File: src/rtl/route_packer_pkg.sv
// Shared widths, output FSM state type and the packet formatting rule for
// route_packer.
package route_packer_pkg;

  localparam int PAYLOAD_W = 6;
  localparam int ROUTE_W   = 5;
  localparam int PKT_W     = 11;
  localparam int ROUTE_LSB = 6;
  localparam int MAX_HOPS  = 5;
  localparam int HOPS_W    = 3;

  typedef enum logic [1:0] {
    IDLE  = 2'd0,
    SETUP = 2'd1,
    REQ   = 2'd2,
    RTZ   = 2'd3
  } tx_state_t;

  // Keeps the first `hops` route bits, counted from the MSB (first hop).
  // Every other route position is injected as zero, because the per-hop
  // shifters refill from the bottom with zeros.
  function automatic logic [PKT_W-1:0] format_pkt(
    input logic [PAYLOAD_W-1:0] payload,
    input logic [ROUTE_W-1:0]   route,
    input logic [HOPS_W-1:0]    hops
  );
    logic [ROUTE_W-1:0] mask;
    int                 n;
    n = int'(hops);
    if (n > MAX_HOPS) n = MAX_HOPS;
    mask = '0;
    for (int i = 0; i < ROUTE_W; i++) begin
      if (i < n) mask[ROUTE_W-1-i] = 1'b1;
    end
    return {route & mask, payload};
  endfunction

endpackage

File: src/rtl/route_packer_fifo.sv
// DEPTH x PKT_W synchronous FIFO with wrapping pointers, an occupancy count
// and a registered ready flag. The head word is presented combinationally.
module route_packer_fifo
  import route_packer_pkg::*;
#(
  parameter int DEPTH = 4
) (
  input  logic             clk,
  input  logic             rst_n,
  input  logic             push,
  input  logic [PKT_W-1:0] wdata,
  input  logic             pop,
  output logic [PKT_W-1:0] rdata,
  output logic             empty,
  output logic             ready
);

  localparam int AW = (DEPTH > 1) ? $clog2(DEPTH) : 1;
  localparam logic [AW:0] DEPTH_C = DEPTH[AW:0];

  logic [PKT_W-1:0] mem [DEPTH];
  logic [AW-1:0]    wr_ptr;
  logic [AW-1:0]    rd_ptr;
  logic [AW:0]      count;
  logic [AW:0]      count_next;
  logic             ready_q;
  logic             push_ok;
  logic             pop_ok;

  assign push_ok = push & ready_q;
  assign pop_ok  = pop & (count != '0);
  assign empty   = (count == '0);
  assign ready   = ready_q;
  assign rdata   = mem[rd_ptr];

  always_comb begin
    count_next = count;
    unique case ({push_ok, pop_ok})
      2'b10:   count_next = count + 1'b1;
      2'b01:   count_next = count - 1'b1;
      default: count_next = count;
    endcase
  end

  // DEPTH is a power of two, so plain increment wraps the pointers.
  always_ff @(posedge clk or negedge rst_n) begin
    if (!rst_n) begin
      wr_ptr  <= '0;
      rd_ptr  <= '0;
      count   <= '0;
      ready_q <= 1'b1;
    end else begin
      if (push_ok) wr_ptr <= wr_ptr + 1'b1;
      if (pop_ok)  rd_ptr <= rd_ptr + 1'b1;
      count   <= count_next;
      ready_q <= (count_next < DEPTH_C);
    end
  end

  // NOTE: storage is deliberately left out of reset; the pointers and count
  // decide what is valid, and an unreset array maps onto plain RAM/regfile.
  always_ff @(posedge clk) begin
    if (push_ok) mem[wr_ptr] <= wdata;
  end

endmodule

File: src/rtl/route_packer.sv
// Network-interface packet injector: formats payload + source route into
// 11-bit packets, buffers them, and issues each over a 4-phase req/ack link.
// Optional macro ROUTE_PACKER_ACK_SYNC_EN adds a 2-flop out_ack synchronizer.
module route_packer
  import route_packer_pkg::*;
#(
  parameter int DEPTH = 4
) (
  input  logic                 clk,
  input  logic                 rst_n,
  input  logic                 in_valid,
  output logic                 in_ready,
  input  logic [PAYLOAD_W-1:0] in_payload,
  input  logic [ROUTE_W-1:0]   in_route,
  input  logic [HOPS_W-1:0]    in_hops,
  output logic [PKT_W-1:0]     out_data,
  output logic                 out_req,
  input  logic                 out_ack
);

  logic [PKT_W-1:0] pkt;
  logic [PKT_W-1:0] head;
  logic             fifo_empty;
  logic             pop;
  logic             ack_s;
  tx_state_t        state;
  tx_state_t        state_next;

  assign pkt = format_pkt(in_payload, in_route, in_hops);

  route_packer_fifo #(
    .DEPTH (DEPTH)
  ) u_fifo (
    .clk   (clk),
    .rst_n (rst_n),
    .push  (in_valid),
    .wdata (pkt),
    .pop   (pop),
    .rdata (head),
    .empty (fifo_empty),
    .ready (in_ready)
  );

`ifdef ROUTE_PACKER_ACK_SYNC_EN
  logic [1:0] ack_sync;

  always_ff @(posedge clk or negedge rst_n) begin
    if (!rst_n) ack_sync <= 2'b00;
    else        ack_sync <= {ack_sync[0], out_ack};
  end

  assign ack_s = ack_sync[1];
`else
  // Only safe when the fabric model drives out_ack synchronously to clk.
  assign ack_s = out_ack;
`endif

  assign pop = (state == IDLE) && !fifo_empty;

  // NOTE: every output of this block gets a default first, so no path can
  // leave a variable unassigned and infer a latch.
  always_comb begin
    state_next = state;
    unique case (state)
      IDLE:    if (!fifo_empty) state_next = SETUP;
      SETUP:   state_next = REQ;
      REQ:     if (ack_s) state_next = RTZ;
      RTZ:     if (!ack_s) state_next = IDLE;
      default: state_next = IDLE;
    endcase
  end

  // NOTE: state and registered outputs use non-blocking assignments so all
  // of them update together from values sampled before the edge.
  always_ff @(posedge clk or negedge rst_n) begin
    if (!rst_n) begin
      state    <= IDLE;
      out_req  <= 1'b0;
      out_data <= '0;
    end else begin
      state   <= state_next;
      out_req <= (state_next == REQ);
      // Bundled data must be settled a full cycle before req rises.
      if (pop) out_data <= head;
    end
  end

endmodule

File: config.mk
export PLATFORM = sky130hd
export DESIGN_NAME = route_packer
export DESIGN_NICKNAME = d
export VERILOG_FILES = /design/src/rtl/route_packer_pkg.sv /design/src/rtl/route_packer_fifo.sv /design/src/rtl/route_packer.sv
export SDC_FILE = /design/constraint.sdc
export NUM_CORES = 1
export LEC_CHECK = 0
export ABC_AREA = 1
export CAP_MARGIN = 20
export CORE_ASPECT_RATIO = 0.75
export CORE_MARGIN = 2
export CORE_UTILIZATION = 50
export CTS_CLUSTER_DIAMETER = 40
export DETAILED_ROUTE_END_ITERATION = 16
export PLACE_DENSITY_LB_ADDON = 0.08
export SKIP_LAST_GASP = 1
export SYNTH_ARGS = -nofsm -noshare
export SYNTH_HDL_FRONTEND = slang
export SYNTH_SLANG_ARGS = --single-unit
File: constraint.sdc
create_clock -name clk -period 1.85 [get_ports clk]
set_input_delay 0.37 -clock clk [delete_from_list [all_inputs] [get_ports clk]]
set_output_delay 0.37 -clock clk [all_outputs]
set_load 0.02 [all_outputs]
; After elaboration in Yosys (flattened, before gate mapping)
; Memory sizes are Yosys's and may differ from the RTL's. A register that Yosys moved wholly into a read port is not among the register bits.
; Index checks and enable logic that the tools add are counted.
[word_totals]
ff_bits = 11
ramBits = 44
inputBits = 18
n_memories = 1
elab_cells = 46
[classes]
n_eq_ne = 6
n_reduce_logical = 6
mux = 13
n_lt_le_gt_ge = 7
n_addsub = 4
bitwise_logic = 3
[memory_table]
columns = name, words, width, read_ports, rd_ports_with_merged_regs, write_ports, line
row1 = u_fifo.mem, 4, 11, 1, 1, 1, route_packer_fifo.sv:21  ; logic [PKT_W-1:0] mem [DEPTH];
[op_table]
columns = cell, n
row1 = < comparator 3 x 32 -> 1 bit (first input constant), 2
row2 = < comparator 1 x 32 -> 1 bit (first input constant), 1
row3 = < comparator 2 x 32 -> 1 bit (first input constant), 1
row4 = < comparator 4 x 32 -> 1 bit (first input constant), 1
row5 = equality test 2 bit (second input constant), 4
row6 = one-hot mux 2 bit (4 select lines), 1
row7 = two-way mux 1 bit, 7
row8 = two-way mux 2 bit, 3
row9 = one-hot mux 3 bit (2 select lines), 1
row10 = bitwise AND 5 bit, 1
row11 = adder 2 x 1 -> 2 bit (second input constant), 2
row12 = equality test 2 x 1 -> 1 bit (second input constant), 2
row13 = adder 3 x 1 -> 3 bit (second input constant), 1
row14 = > comparator 3 bit (second input constant), 1
row15 = logical NOT 3 bit, 1
row16 = < comparator 3 bit (second input constant), 1
row17 = two-way mux 3 bit, 1
row18 = nonzero test 3 bit, 1
row19 = subtractor 3 x 1 -> 3 bit (second input constant), 1
row20 = bitwise AND 1 bit, 2
row21 = logical NOT 1 bit, 2
row22 = logical NOT 2 bit, 1
row23 = logical AND 1 bit, 1

; Longest topological paths before layout
; Gate-level depths: netlist of the first run.
[depth]
ltp_word = 7
ltp_mapped = 12
mapped_depth_nobuf = 11

; Cells and area by module
; Synthesis of the first run repeated with hierarchy kept, for this count alone.
[hier_totals]
hier_cells = 250
hier_area_um2 = 2771.4
[modules_own_cells]
columns = module, instances, area_per_inst_um2, cells_per_inst, seq_area_each_um2
row1 = route_packer_fifo, 1, 2150.8, 176, 1522.7
row2 = route_packer, 1, 620.6, 74, 350.3

; Least setup slack after synthesis of the first run
; Ideal clock, no wire load.
[synth_path]
kind = register -> register
startpoint = register u_fifo.count[0]
endpoint = register u_fifo.ready_q (netlist: u_fifo.ready)
required_time_ns = 1.777
setup_slack_ns = -0.184
stages_incl_launch_ff = 13
setup_time_ns = 0.073
t_arrival_ns = 1.961
path_buffers = 1
path_cell_list = dfrtp_1 > nor2_1 > nand2_1 > nand2_2 > inv_2 > buf_4 > ha_1 > fa_1 > or2_2 > nand3_1 > nand2_1 > nand2_1 > inv_1
[synth_between]
elab_chain_len = 7
[synth_rtl]
columns = item, line
row1 = "start, declared", route_packer_fifo.sv:24  ; logic [AW:0] count;
row2 = "start signal, assigned", route_packer_fifo.sv:55  ; count <= count_next;
row3 = logical NOT 3 bit *, route_packer_fifo.sv:32  ; assign empty = (count == '0);
row4 = logical NOT 1 bit *, -
row5 = logical AND 1 bit *, route_packer.sv:58  ; assign pop = (state == IDLE) && !fifo_empty;
row6 = via pop, route_packer.sv:24  ; logic pop;
row7 = bitwise AND 1 bit *, route_packer_fifo.sv:31  ; assign pop_ok = pop & (count != '0);
row8 = equality test 2 x 1 -> 1 bit or equality test 2 bit (tied branches), route_packer_fifo.sv:38  ; unique case ({push_ok, pop_ok})
row9 = one-hot mux 3 bit (2 select lines) *, route_packer_fifo.sv:38
row10 = via u_fifo.count_next[2], route_packer_fifo.sv:25  ; logic [AW:0] count_next;
row11 = < comparator 3 bit *, route_packer_fifo.sv:56  ; ready_q <= (count_next < DEPTH_C);
row12 = "end signal, assigned", route_packer_fifo.sv:56
row13 = "end, declared", route_packer_fifo.sv:26  ; logic ready_q;
; Mark *: on every way through the listed nets, which the timed path passes. The rest lies on a longest branch.
; A chain may end at the register's enable or synchronous reset.

; Worst setup path in the final report of the first run
[layout_path]
startpoint = register u_fifo.count[0]
endpoint = register u_fifo.ready_q (netlist: u_fifo.ready)
[layout_between]
elab_chain_len = 7
[layout_rtl]
columns = item, line
row1 = logical NOT 3 bit, route_packer_fifo.sv:32
row2 = logical NOT 1 bit, -
row3 = logical AND 1 bit, route_packer.sv:58
row4 = bitwise AND 1 bit, route_packer_fifo.sv:31
row5 = equality test 2 x 1 -> 1 bit or equality test 2 bit (tied branches), route_packer_fifo.sv:38
row6 = one-hot mux 3 bit (2 select lines) *, route_packer_fifo.sv:38
row7 = via u_fifo.count_next[2], route_packer_fifo.sv:25
row8 = < comparator 3 bit *, route_packer_fifo.sv:56
; Marked as above.

==> results.cfg, run 1 <==
[run_status]
outcome = finished clean

[critical_path]
critical_path_required_ns = 2.13
crit_family = simple AND/OR/NAND/NOR gates
path_buf_inv = 2
path_cells = nor2_1 -> nand2_1 -> nand2_2 -> inv_2 -> ha_4 -> fa_2 -> or2_4 -> nand3_1 -> nand2_1 -> nand2_1 -> inv_1
critical_path_class = flip-flop to flip-flop
crit_path_max_incr_delay_ns = 0.43
cp_max_fo = 3
end_kind = flip-flop
slowest_stage = dfrtp_2
critPathLaunchType = flip-flop
worst_path_most_repeated_cell = nand2_1
cp_data_arrival_time_ns = 2.02

[pwr]
ir_drop_mv = 0.8279
power.density_mw_per_mm2 = 1525
power_w = 0.005357
switching_share_pct = 35.62
pwr-share-comb_pct = 37.8
pwr-share-seq_pct = 40.6
power_switching_w = 0.001908
internal_power_w = 0.003449
p_leak_nw = 1.664
p_clk_share_pct = 21.6

[synth]
synth_top_area_cell = edfxtp_1
seq_area_frac_synth_pct = 65.49
synth.distinct_cells = 22
syn-instance-count = 290
ys_ff_latch = 66
syn_nets = 314
ys_top_cells_by_area = edfxtp_1 (46%), dfrtp_1 (18%), nand2_1 (13%), inv_1 (7.5%), nand3_1 (4.2%)
synth_area_mm2 = 0.002860
synth_warnings = 0
avgSynthCellArea_um2 = 9.863
synth_top_area_share_pct = 46.19

[layout]
area_growth_pct = 22.83
drive_gt1_share_pct = 10.32
layout.nets = 358
antenna_cells = 0

[place]
gp_congestion = 0.7055
place_hpwl_mm = 3.321
io_buffers = 30

[sta]
fin_tns_setup_ns = 0
rsz0062_at_grt = yes
clock.fmax_ghz = 0.5732
hold_violations = 0
holdWs_ns = 0.3706
post-route-period-util_pct = 94.30
final_max_slew_viol_count = 0
tightestPinTransition_ns = 0.4506
finalSetupViolCount = 0
fin_crit_ns = 1.744
slew_headroom_pct = 69.90
finalClockSkew_ns = 0.004797

[min_path]
hp-class = primary input to async pin

[floorplanning]
ios = 31
row_count = 23
die_w_um = 91.34
die-area_mm2 = 0.006348
start_util_pct = 52.59
core_mm2 = 0.005439
die_y_um = 69.50

[job]
max-cap-violations = 0

[clock_network]
cts_max_level = 3
ctsLongestPathBuffers = 2
insertion_delay_ns = 0.34
clkSinkCount = 66
clk_pin_slew_ns = 0.07
cts_tree = built
clockRootBuffer = clkbuf_8
hold_buffers = 0
numCtsBuffers = 9

[drt]
vias = 1877
antenna_left = 0
drt-total-wl_mm = 5.053
drc = 0
wl_per_cell_um = 12.21
dr.pass1.iters = 4
drtIter0Drc = 77
via_per_inst = 4.534

[global_routing]
gr-total-overflow = 0
antenna_found_initial = 0
grt_start_max_net_pins = 24
track_usage_pct = 18.32
grt_pass1_wl_mm = 8.735
grt_pass1_vias = 1824
## logic make-up after synthesis
| group | count (synthesis) | synth area share, % |
|---|---|---|
| AO/OA/AOI/OAI | 3 | 0.6559 |
| AND/OR/NAND/NOR | 144 | 20.43 |
| adder cells (fa/ha/maj) | 6 | 2.887 |
| XOR/XNOR | 4 | 1.225 |
| buffers and inverters | 67 | 9.318 |
| flip-flops | 66 | 65.49 |
## worst reg2reg max path, stage by stage (launching register included)
cell     delay (ns)
dfrtp_2        0.43
nor2_1         0.09
nand2_1        0.06
nand2_2        0.07
inv_2          0.05
ha_4           0.16
fa_2           0.34
or2_4          0.24
nand3_1        0.07
nand2_1        0.05
nand2_1        0.07
inv_1          0.05
## metal layers
layer | up-vias | part of all wire [%] | routed length, um | global-route usage [%]
met1 | 849 | 45 | 2255 | 23.88
met5 | - | 0 | 0 | 0
met3 | 7 | 6.0 | 303 | 6.522
met2 | 41 | 48 | 2439 | 29.30
met4 | 0 | 1.1 | 55 | 5.051
li1 | 980 | - | - | -
## cell type report
class,instances,area (um^2)
clock buffers,13,180.2
inverters,59,221.5
multi-input cells,157,738.2
flip-flops and latches,66,1874
well taps,75,93.84
fillers,417,1926
clock inverters,3,20.02
repair buffers,41,385.4
## stage by stage
| stage | util (%) | setup slack, ns | std cells | area (um^2) |
|---|---|---|---|---|
| final | 64.60 | 0.1055 | 414 | 3513 |
| after global routing | 64.60 | -0.01495 | 414 | 3513 |
| after CTS | 64.53 | 0.01106 | 414 | 3510 |
| after detailed placement | 60.85 | -0.1347 | 398 | 3309 |
| after global placement | 60.85 | -0.08898 | 398 | 3309 |
| after floorplan | - | -0.0007743 | 290 | 2882 |
## repair_timing
action,in CTS,in global routing
setup buffers,0,0
hold endpoints to repair,0,0
resized for setup,0,2
setup endpoints to repair,0,2
## power by group through the flow
stage          clock network, W  registers [W]  logic, W
2_1_floorplan                 0        0.00236   0.00118
3_3_place_gp                  0        0.00220   0.00199
3_5_place_dp                  0        0.00220   0.00205
4_1_cts                 0.00119        0.00217   0.00206
5_1_grt                 0.00125        0.00222   0.00230
6_report                0.00116        0.00217   0.00202
## cells in the mapped netlist
| cell | instances |
|---|---|
| dfrtp_1 | 21 |
| edfxtp_1 | 44 |
| o21ai_1 | 1 |
| nand4_1 | 1 |
| xnor2_1 | 2 |
| a21oi_1 | 1 |
| nor2_2 | 1 |
| buf_4 | 2 |
| nor2_1 | 13 |
| or2_2 | 1 |
| o31a_1 | 1 |
| ha_1 | 5 |
| xor2_1 | 2 |
| buf_2 | 6 |
| inv_1 | 57 |
| nand3_1 | 24 |
| nand2_2 | 1 |
| nand2_1 | 102 |
| dfstp_2 | 1 |
| inv_2 | 2 |
| nor3b_1 | 1 |
| fa_1 | 1 |
## path summary, 6_finish.rpt
kind	startpoint	depth (start not counted)	slack, ns	to
hold reg to reg	out_data[5]	2	0.48	out_data[5]
setup reg to reg	u_fifo.count[0]	11	0.11	u_fifo.ready
max in group asynchronous	rst_n	2	1.20	u_fifo.ready
min in group clk	out_data[5]	2	0.48	out_data[5]
setup / recovery	u_fifo.count[0]	11	0.11	u_fifo.ready
hold / removal	rst_n	2	0.37	out_req
## sequential cells by signal (all words and copies together), names as in the netlist
name,cells
u_fifo.mem,44
u_fifo.rd_ptr,2
out_data,11
u_fifo.count,3
u_fifo.wr_ptr,2
state,2
out_req,1
u_fifo.ready,1
## placed cells by master, fill, tap and decap left out, types with 2 or more instances in the layout
cell type	n
clkbuf_8	11
inv_1	57
nand2_1	102
nand3_1	24
buf_4	11
clkinvlp_4	2
inv_2	2
clkdlybuf4s50_1	29
edfxtp_1	44
dfrtp_1	20
xor2_1	2
xnor2_1	2
ha_1	4
nor2_1	13
Note: power is estimated with default switching activity, not from simulation.
==> inputs of run 2 (changes only) <==
Settings changed: CORE_ASPECT_RATIO 0.75 to 1.2, CORE_UTILIZATION 50 to 45.
==> run 2 against run 1 <==
Compared with the run above: highest routed layer unchanged; die area up 10%; non-clock buffer count rose by 4; critical endpoint unchanged; cell count is 2.7% higher; worst setup slack better by 0.034 ns; design area grew 1.5%; maximum frequency up 2.0%; clock-buffer cell count is 2 lower; core utilization is 6.0 points lower.
==> results.cfg, run 2 (synthesis gave the netlist of run 1 again) <==
[global_routing]
gr-total-overflow = 0
antenna_found_initial = 0
grt_busiest_layer = met2
grt.met2_usage_pct = 29.02
grt_pass1_vias = 1957
met3_usage_pct = 4.871
gr-usage-met1_pct = 21.06
track_usage_pct = 17.54
grt_pass1_wl_mm = 9.246
grt_start_max_net_pins = 24

[layout]
nFillCells = 541
drive_gt1_share_pct = 11.08
layout_commonest_cell = nand2_1
multi_input_area_um2 = 738.2
antenna_cells = 0
reg.largest.list = u_fifo.mem: 44 flops, out_data: 11 flops, u_fifo.count: 3 flops
regMostFlops = u_fifo.mem
layout.nets = 362
register_area_mm2 = 0.001873
mostFrequentLayoutCells = nand2_1 (102), inv_1 (57), edfxtp_1 (44), clkdlybuf4s50_1 (29), nand3_1 (24)
largest_reg_flops = 44
utilization_pct = 58.56
area_growth_pct = 24.67

[critical_path]
path_cells = nor2_1 -> nand2_1 -> nand2_2 -> inv_2 -> ha_4 -> fa_2 -> or2_4 -> nand3_1 -> nand2_1 -> nand2_1 -> inv_1
critPathLaunchType = flip-flop
cp_data_arrival_time_ns = 1.99
critical_path_class = flip-flop to flip-flop
crit_path_max_incr_delay_ns = 0.42
end_kind = flip-flop
worst_path_most_repeated_cell = nand2_1
worstReg2RegStart = u_fifo.count[0]
cp_max_fo = 3
slowest_stage = dfrtp_1
crit_path_start = u_fifo.count[0]
critical_path_required_ns = 2.13

[pwr]
power.density_mw_per_mm2 = 1555
power_switching_w = 0.001922
p_clk_share_pct = 23.8
pwr-share-seq_pct = 39.2
p_leak_nw = 1.693
ir_drop_mv = 0.5765
internal_power_w = 0.003622
switching_share_pct = 34.67
pwr-share-comb_pct = 37.1

[clock_network]
clk_pin_slew_ns = 0.07
clockRootBuffer = clkbuf_8
cts_max_level = 3
numCtsBuffers = 9
ctsLongestPathBuffers = 2
clkSinkCount = 66
cts_tree = built
insertion_delay_ns = 0.34

[sta]
finalSetupViolCount = 0
final_max_slew_viol_count = 0
slew_headroom_pct = 69.93
rsz0062_at_grt = no
post-route-period-util_pct = 92.48
clock.fmax_ghz = 0.5845
tightestPinTransition_ns = 0.4505
hold_violations = 0
fin_ws_ns = 0.1391
finalClockSkew_ns = 0.005327
fin_crit_ns = 1.711

[place]
place_hpwl_mm = 3.596
io_buffers = 30
dp_slack_ns = -0.1089
gp_congestion = 0.7559

[min_path]
hp-class = primary input to async pin

[floorplanning]
die-area_mm2 = 0.007013
start_util_pct = 46.97
die_w_um = 76.78
die_y_um = 91.34
core_mm2 = 0.006090
row_count = 31
ios = 31

[job]
max-cap-violations = 0

[drt]
drtIter0Drc = 67
antenna_left = 0
dr.pass1.iters = 4
via_per_inst = 4.499
drc = 0
vias = 1912
wl_per_cell_um = 12.50
drt-total-wl_mm = 5.314

[run_status]
outcome = finished clean
## run 2: worst max-delay path: cells and delay by family, from the launching register on
family | cells | cell delay [ns]
flops | 1 | 0.42
buf+inv | 2 | 0.09
fa+ha+maj | 2 | 0.48
simple gates | 7 | 0.65
## run 2: worst paths after layout
| kind | end | slack (ns) | cells after the start |
|---|---|---|---|
| max | u_fifo.ready | 0.14 | 11 |
| min | state[1] | 0.39 | 2 |
| max reg2reg | u_fifo.ready | 0.14 | 11 |
| min reg2reg | out_data[7] | 0.48 | 2 |
| max in group asynchronous | u_fifo.ready | 1.18 | 2 |
| min in group clk | out_data[7] | 0.48 | 2 |
## run 2: through the flow
stage	TNS (ns)	cells	hold WS [ns]	total power, W	area [um^2]
detailed placement	-0.1849	408	0.4658	0.004277	3341
global route	0	425	0.3951	0.005973	3566
finish	0	425	0.3874	0.005544	3566
global placement	-0.1561	408	0.4621	0.004241	3341
CTS	0	424	0.3925	0.005604	3558
floorplan	-0.0007743	290	0.07441	0.003538	2882
## run 2: power by group through the flow
stage	clock, W	sequential, W	combinational [W]
floorplan	0	0.00236	0.00118
global route	0.00141	0.00222	0.00234
global placement	0	0.00220	0.00204
finish	0.00132	0.00217	0.00206
detailed placement	0	0.00221	0.00207
CTS	0.00135	0.00218	0.00207
## run 2: timing repair
action | CTS | global route
hold buffers | 0 | 0
endpoints found under the setup margin | 1 | 1
gates resized for setup | 1 | 0
buffers inserted | 0 | 1
gates cloned | 0 | 0
## run 2: final cells by class
| cell class | count | area share (%) |
|---|---|---|
| Clock buffer | 11 | 3.965 |
| Inverter | 59 | 6.211 |
| Sequential cell | 66 | 52.53 |
| Clock inverter | 5 | 2.175 |
| Multi-Input combinational cell | 157 | 20.70 |
| Tap cell | 82 | 2.877 |
| Timing Repair Buffer | 45 | 11.54 |
## run 2: per-layer routing
layer	part of all wire (%)	up-vias
met5	0	-
met4	2.1	0
met3	3.4	12
met2	49	39
met1	46	878
li1	-	983
==> inputs of run 3 (changes only) <==
Settings changed: PLACE_DENSITY from default to 0.68, PLACE_DENSITY_LB_ADDON 0.08 to default.
==> run 3 against run 2 <==
Compared with the run above: core utilization hardly changed; maximum frequency is 1.6% lower; global-route usage is 0.77 points lower; critical path depth stayed put; clock-buffer cell count is 2 lower; die area stayed put; sequential share of layout area is 0.053 points higher; sequential power hardly changed; clock skew hardly changed; non-clock buffer count is 1 lower; critical path type unchanged; highest routed layer unchanged.
==> results.cfg, run 3 (synthesis gave the netlist of run 1 again) <==
[global_routing]
antenna_found_initial = 0
grt_start_max_net_pins = 24
grt_pass1_wl_mm = 8.949
gr-total-overflow = 0
track_usage_pct = 16.77
grt_pass1_vias = 1895

[sta]
clock.fmax_ghz = 0.5751
post-route-period-util_pct = 93.99
finalSetupViolCount = 0
rsz0062_at_grt = yes
fin_tns_setup_ns = 0
fin_crit_ns = 1.739
tightestPinTransition_ns = 0.4366
finalClockSkew_ns = 0.005718
fin_ws_ns = 0.1112
hold_violations = 0
final_max_slew_viol_count = 0
slew_headroom_pct = 70.83

[layout]
layout.nets = 361
stdcell_count = 424
area_growth_pct = 24.63
layout_commonest_cell = nand2_1
regMostFlops = u_fifo.mem
drive_gt1_share_pct = 10.53
mostFrequentLayoutCells = nand2_1 (102), inv_1 (57), edfxtp_1 (44), clkdlybuf4s50_1 (29), nand3_1 (24)
reg.largest.list = u_fifo.mem: 44 flops, out_data: 11 flops, u_fifo.count: 3 flops
antenna_cells = 0
largest_reg_flops = 44

[floorplanning]
row_count = 31
core_mm2 = 0.006090
die_y_um = 91.34
die-area_mm2 = 0.007013
ios = 31
die_w_um = 76.78
start_util_pct = 46.97

[drt]
top_layer_used = met4
met1_length_mm = 2.224
met3_length_um = 129
drt-total-wl_mm = 5.044
dr.pass1.iters = 4
wl_per_cell_um = 11.90
drc = 0
via_per_inst = 4.495
antenna_left = 0
met2_length_mm = 2.607
vias = 1906
drtIter0Drc = 71

[critical_path]
cp_max_fo = 3
critPathLaunchType = flip-flop
path_cells = nor2_1 -> nand2_1 -> nand2_2 -> inv_2 -> ha_4 -> fa_2 -> or2_4 -> nand3_1 -> nand2_1 -> nand2_1 -> inv_1
rrSetupSlack_ns = 0.11
reg2reg_to = u_fifo.ready
reg2reg_depth = 11
critical_path_class = flip-flop to flip-flop
worst_path_most_repeated_cell = nand2_1
cp_data_arrival_time_ns = 2.00
end_kind = flip-flop
slowest_stage = dfrtp_2
crit_path_max_incr_delay_ns = 0.44
worstReg2RegStart = u_fifo.count[0]
critical_path_required_ns = 2.12

[place]
place_hpwl_mm = 3.471
gp_congestion = 0.7700
dp_slack_ns = -0.1331
dpl.cell_count = 407
io_buffers = 30

[clock_network]
clk_pin_slew_ns = 0.07
cts_max_level = 3
hold_buffers = 0
cts_tree = built
clkSinkCount = 66
insertion_delay_ns = 0.33
ctsLongestPathBuffers = 2
numCtsBuffers = 9
clockRootBuffer = clkbuf_8

[job]
max-cap-violations = 0

[min_path]
hp-class = primary input to async pin

[pwr]
ir_drop_mv = 0.6532
power.density_mw_per_mm2 = 1528
p_leak_nw = 1.690

[run_status]
outcome = finished clean
run 3: changes by cell type in the layout (fill, tap and decap cells not counted), sizes merged:
cell	delta
clkbuf	-2
buf	-1
dlymetal6s2s	+1
clkinv	+2
dlygate4sd2	-1
run 3: how the worst max path moves through the flow:
stage	slack, ns	depth (start not counted)	startpoint	to
3_3_place_gp	-0.1	9	in_valid	u_fifo.ready
3_5_place_dp	-0.13	9	in_valid	u_fifo.ready
4_1_cts	0.006	1	u_fifo.ready	in_ready
5_1_grt	-0.02	11	u_fifo.count[0]	u_fifo.ready
6_report	0.11	11	u_fifo.count[0]	u_fifo.ready
2_1_floorplan	-0.0008	12	u_fifo.count[0]	u_fifo.ready
run 3: report_power, final:
group / leakage (nW) / switching (W) / total [W] / internal [W]
clock: 0.102 / 0.000514 / 0.00126 / 0.000742
combinational: 0.919 / 0.00119 / 0.00202 / 0.000832
sequential: 0.669 / 0.000163 / 0.00217 / 0.00200
run 3: cell type report:
type                    count  area, um^2
fillers                   541        2525
clock buffers               9       123.9
inverters                  59       221.5
multi-input cells         157       738.2
repair buffers             44       420.4
well taps                  82       102.6
clock inverters             7       83.83
flip-flops and latches     66        1874
run 3: what timing repair did:
item | CTS | global route
gates resized for setup | 0 | 2
buffers inserted | 0 | 1
endpoints found under the setup margin | 0 | 2
run 3: per-stage QoR:
step | power (W) | instance area (um^2) | util [%] | hold WS, ns
6_report | 0.005447 | 3565 | 58.54 | 0.3443
5_1_grt | 0.005875 | 3565 | 58.54 | 0.3546
4_1_cts | 0.005513 | 3553 | 58.35 | 0.3428
3_5_place_dp | 0.004244 | 3346 | 54.94 | 0.4651
3_3_place_gp | 0.004180 | 3346 | 54.94 | 0.4633
2_1_floorplan | 0.003538 | 2882 | - | 0.07441
run 3: critical path: cells and delay by family (launching register included):
family,cells,cell delay [ns]
buffers and inverters,2,0.09
AND/OR/NAND/NOR,7,0.67
adder cells (fa/ha/maj),2,0.49
flip-flops,1,0.44
run 3: metal layers:
| metal | up-vias | global-route usage [%] |
|---|---|---|
| li1 | 982 | - |
| met1 | 893 | 20.48 |
| met2 | 26 | 28.36 |
| met3 | 5 | 4.175 |
| met4 | 0 | 6.818 |
| met5 | - | 0 |
